<file path="config.mk">
export PLATFORM = sky130hd
export DESIGN_NAME = proc_status
export DESIGN_NICKNAME = d
export VERILOG_FILES = /design/src/rtl/proc_status_pkg.sv /design/src/rtl/proc_status.sv
export SDC_FILE = /design/constraint.sdc
export NUM_CORES = 1
export LEC_CHECK = 0
export ABC_AREA = 1
export CORE_ASPECT_RATIO = 0.8
export CORE_UTILIZATION = 32
export CTS_CLUSTER_DIAMETER = 100
export DETAILED_ROUTE_END_ITERATION = 12
export PLACE_DENSITY = 0.78
export SLEW_MARGIN = 10
export SYNTH_ARGS = -nofsm -noshare
export SYNTH_HDL_FRONTEND = slang
export SYNTH_SLANG_ARGS = --single-unit
</file>
<file path="constraint.sdc">
create_clock -name clk -period 1 [get_ports clk]
set_input_delay 0.25 -clock clk [delete_from_list [all_inputs] [get_ports clk]]
set_output_delay 0.25 -clock clk [all_outputs]
set_load 0.02 [all_outputs]
</file>
<file path="src/rtl/proc_status_pkg.sv">
// Shared encodings for the 6502 status register: flag-update selects,
// P bit positions and the reset image.
package proc_status_pkg;

  typedef enum logic [3:0] {
    FS_HOLD = 4'h0,
    FS_NZ   = 4'h1,
    FS_NZC  = 4'h2,
    FS_NZCV = 4'h3,
    FS_BIT  = 4'h4,
    FS_SEC  = 4'h5,
    FS_CLC  = 4'h6,
    FS_SEI  = 4'h7,
    FS_CLI  = 4'h8,
    FS_SED  = 4'h9,
    FS_CLD  = 4'hA,
    FS_CLV  = 4'hB,
    FS_PULL = 4'hC,
    FS_INTR = 4'hD
  } flag_sel_e;

  localparam int P_N = 7;
  localparam int P_V = 6;
  localparam int P_U = 5;
  localparam int P_B = 4;
  localparam int P_D = 3;
  localparam int P_I = 2;
  localparam int P_Z = 1;
  localparam int P_C = 0;

  localparam logic [7:0] P_RESET = 8'h24;

  typedef struct packed {
    logic n;
    logic v;
    logic d;
    logic i;
    logic z;
    logic c;
  } flags_t;

  localparam flags_t FLAGS_RESET = '{n: 1'b0, v: 1'b0, d: 1'b0, i: 1'b1, z: 1'b0, c: 1'b0};

endpackage

</file>
<file path="src/rtl/proc_status.sv">
// 6502 processor status register (P) fed by the ALU, flag instructions, pulls and
// interrupt entry. Build option: DECIMAL_MODE_EN enables D's effect on the ALU path.
module proc_status
  import proc_status_pkg::*;
(
  input  logic       clk,
  input  logic       reset,
  input  logic       ce,
  input  logic [3:0] flag_sel,
  input  logic [7:0] alu_Y,
  input  logic       alu_carry_out,
  input  logic       alu_overflow,
  input  logic [7:0] bit_mem,
  input  logic [7:0] db_in,
  input  logic       brk_push,
  output logic [7:0] p_out,
  output logic       carry_flag,
  output logic       decimal_flag,
  output logic       irq_mask
);

  flags_t flags;
  flags_t flags_nxt;
  logic   irq_mask_q;
  logic   alu_zero;
  logic   unused_db;

  assign alu_zero  = (alu_Y == 8'h00);
  // B and the constant bit are never stored, so the pulled copies are dropped.
  assign unused_db = ^db_in[P_U:P_B];

  always_comb begin
    // NOTE: defaulting to the current flags first keeps every path assigned,
    // so no latch is inferred and unlisted selects naturally hold.
    flags_nxt = flags;
    case (flag_sel)
      FS_NZ: begin
        flags_nxt.n = alu_Y[7];
        flags_nxt.z = alu_zero;
      end
      FS_NZC: begin
        flags_nxt.n = alu_Y[7];
        flags_nxt.z = alu_zero;
        flags_nxt.c = alu_carry_out;
      end
      FS_NZCV: begin
        flags_nxt.n = alu_Y[7];
        flags_nxt.z = alu_zero;
        flags_nxt.c = alu_carry_out;
        flags_nxt.v = alu_overflow;
      end
      FS_BIT: begin
        flags_nxt.n = bit_mem[7];
        flags_nxt.v = bit_mem[6];
        flags_nxt.z = alu_zero;
      end
      FS_SEC:  flags_nxt.c = 1'b1;
      FS_CLC:  flags_nxt.c = 1'b0;
      FS_SEI:  flags_nxt.i = 1'b1;
      FS_CLI:  flags_nxt.i = 1'b0;
      FS_SED:  flags_nxt.d = 1'b1;
      FS_CLD:  flags_nxt.d = 1'b0;
      FS_CLV:  flags_nxt.v = 1'b0;
      FS_PULL: begin
        flags_nxt.n = db_in[P_N];
        flags_nxt.v = db_in[P_V];
        flags_nxt.d = db_in[P_D];
        flags_nxt.i = db_in[P_I];
        flags_nxt.z = db_in[P_Z];
        flags_nxt.c = db_in[P_C];
      end
      FS_INTR: flags_nxt.i = 1'b1;
      default: ;
    endcase
  end

  // irq_mask samples the pre-edge I, giving polling its one-cycle delay.
  always_ff @(posedge clk) begin
    // NOTE: non-blocking assignments let irq_mask_q read the old flags.i on the same edge.
    if (reset) begin
      flags      <= FLAGS_RESET;
      irq_mask_q <= 1'b1;
    end else if (ce) begin
      flags      <= flags_nxt;
      irq_mask_q <= flags.i;
    end
  end

  assign p_out      = {flags.n, flags.v, 1'b1, brk_push, flags.d, flags.i, flags.z, flags.c};
  assign carry_flag = flags.c;
  assign irq_mask   = irq_mask_q;

`ifdef DECIMAL_MODE_EN
  assign decimal_flag = flags.d;
`else
  // D stays architecturally visible in p_out; only its ALU effect is suppressed.
  assign decimal_flag = 1'b0;
`endif

endmodule

</file>
==> metrics.csv <==
stage,metric,value,unit
placed_design,placed_area,976,um2
synthesis,synth.avg_cell_area,6.00,um2
placed_design,place.gp.congestion,0.902,
floorplanning,start_util,34.7,%
synthesis,synth_fp_nets,130,
flow_run,drv_cap,0,
floorplanning,io-pin-count,45,
pwr,vdd_ir_drop_max,744,uV
sta,finalCritPeriodShare,96.4,%
layout,num_antenna_cells,0,
floorplanning,num_rows,13,
setup_path,crit_type,reg2out,
layout,drive_gt1_share,31.9,%
setup_path,cp_max_fo,3,
synthesis,yosysSeqAreaShare,24.3,%
sta,clock_skew,0.000198,ns
placed_design,dp_hpwl,1300,um
worst_hold_path,hold_class,reg2reg,
clocking,tritoncts,built,
setup_path,crit_chain,buf_4,
clocking,clk_path_buf_depth,2,
sta,hold_viol,0,
synthesis,synthCells,96,
global_routing,antenna_found_initial,0,
sta,drv_slew,0,
layout,final_cell_area,1000,um2
routing,vias,751,
pwr,leakage,0.492,nW
global_routing,grt_usage,17.5,%
clocking,htreeDepth,1,
synthesis,yosys_warnings,0,
layout,finalNetCount,176,
routing,drtIter0Drc,12,
routing,wl,1630,um
setup_path,crit_buf_inv,1,
routing,routedWlPerCell,10.0,um
routing,ant_nets,0,
clocking,clock_sinks,7,
setup_path,worst_ep_required_time,0.75,ns
global_routing,grt-ovfl-total,0,
pwr,power_density,876,nW/um2
clocking,cts.clk_slew.worst_paths,0.05,ns
setup_path,worstPathArrival,0.71,ns
global_routing,grt_pass1_wl,2490,um
global_routing,grt_pass1_vias,633,
setup_path,start_kind,register,
floorplanning,fp.dieW,49.4,um
setup_path,slowest_stage,dfxtp_2,
sta,rsz0062_at_grt,true,
floorplanning,die-area,1970,um2
worst_hold_path,hp-start,p_out[3],
setup_path,cpPeakStageDelay,0.32,ns
clocking,clockRootBuffer,clkbuf_4,
synthesis,syn_area,576,um2
setup_path,endpoint_kind,output port,
layout,utilization,60.4,%
sta,max_freq,1040,MHz
sta,setup_viol,0,
routing,vias_per_cell,4.61,
routing,drc_errors,0,
synthesis,synth-seq-cells,7,
sta,min_period,0.964,ns
floorplanning,coreArea,1660,um2
synthesis,ys_types,20,
clocking,cts-buffers-inserted,3,
routing,drtPass1Iterations,4,
placed_design,port_buffers,32,
global_routing,grt_max_degree,7,
floorplanning,die_y,39.9,um
setup_path,startpoint,carry_flag,
outcome,status,completed,
setup_path,r2r_start,carry_flag,
setup_path,cpLargestDelayFamily,flip-flops,
layout,area.growth.synth_to_final,74.1,%
clocking,clock_latency,0.25,ns
-- timing repair --
item	in CTS	in global routing
resized for setup	52	18
hold buffers	0	0
setup endpoints to repair	14	14
setup buffers	2	0
pin swaps	3	3
hold endpoints to repair	0	0
-- routing by layer --
metal	share of wire, %	wire (um)	vias up	track usage [%]
li1	-	-	389	-
met1	45	729	330	20.3
met2	46	754	32	31.5
met3	9.0	147	0	7.95
met4	0	0	0	2.14
met5	0	0	-	0
-- final cells by class --
| type | count | area [um2] |
|---|---|---|
| flip-flops and latches | 7 | 144 |
| repair buffers | 45 | 384 |
| well taps | 22 | 27.5 |
| clock buffers | 4 | 26.3 |
| multi-input cells | 72 | 372 |
| fillers | 188 | 657 |
| inverters | 13 | 48.8 |
-- worst paths after layout --
| path | end | slack [ns] | depth (start not counted) |
|---|---|---|---|
| max | p_out[0] | 0.04 | 1 |
| max reg2reg | carry_flag | 0.28 | 5 |
| min reg2reg | p_out[3] | 0.46 | 2 |
| min | p_out[3] | 0.46 | 2 |
-- where the power goes --
group / internal, mW / total [mW] / switching, mW
sequential: 0.295 / 0.304 / 0.00852
combinational: 0.170 / 0.324 / 0.154
clock: 0.152 / 0.250 / 0.0980
-- kinds of logic (layout without fill, tap and decap cells) --
kind of cell,Yosys count,count (layout),share of synthesized area (%)
buffers and inverters,17,62,13.7
AOI/OAI and AO/OA,11,11,12.0
other,2,2,1.30
DFF,7,7,24.3
and+or+nand+nor,59,59,48.7
-- registers in the layout, indices dropped and copies added, names as in the netlist --
signal,cells
carry_flag,1
irq_mask,1
p_out,5
-- placed cells by master, fill, tap and decap left out, drive strengths merged --
cell type	count
nand2	29
buf	25
clkdlybuf4s50	19
nand3	13
inv	13
nor2	13
dfxtp	7
a21oi	5
o21ai	5
clkbuf	4
nor3	2
nand4	2
conb	2
o31ai	1
dlygate4sd2	1
-- stage by stage --
step | power, mW | cells | setup WS [ns] | setup TNS (ns) | hold WS (ns)
after floorplan | 0.451 | 96 | 0.0636 | 0 | 0.319
after global placement | 0.624 | 157 | -0.582 | -4.78 | 0.438
after detailed placement | 0.629 | 157 | -0.594 | -4.94 | 0.442
after CTS | 0.883 | 163 | 0.00348 | 0 | 0.453
after global routing | 0.938 | 163 | -0.00978 | -0.0156 | 0.483
final | 0.878 | 163 | 0.0359 | 0 | 0.463
-- Yosys cell counts --
master	instances	area, um2
dfxtp_1	7	140
nand4_1	2	12.5
nor2_4	2	22.5
nor2_1	10	37.5
nand2_4	1	11.3
o31ai_1	1	7.51
nand2_1	26	97.6
nor3_1	2	10.0
a21oi_1	4	20.0
a21oi_4	1	16.3
nand2_2	2	12.5
nand3_1	12	60.1
inv_2	3	11.3
buf_4	4	30.0
inv_1	10	37.5
o21ai_1	2	10.0
nand3_2	1	10.0
conb_1	2	7.51
o21ai_0	3	15.0
nor2_2	1	6.26
No activity file was read; power rests on OpenSTA's default activity.
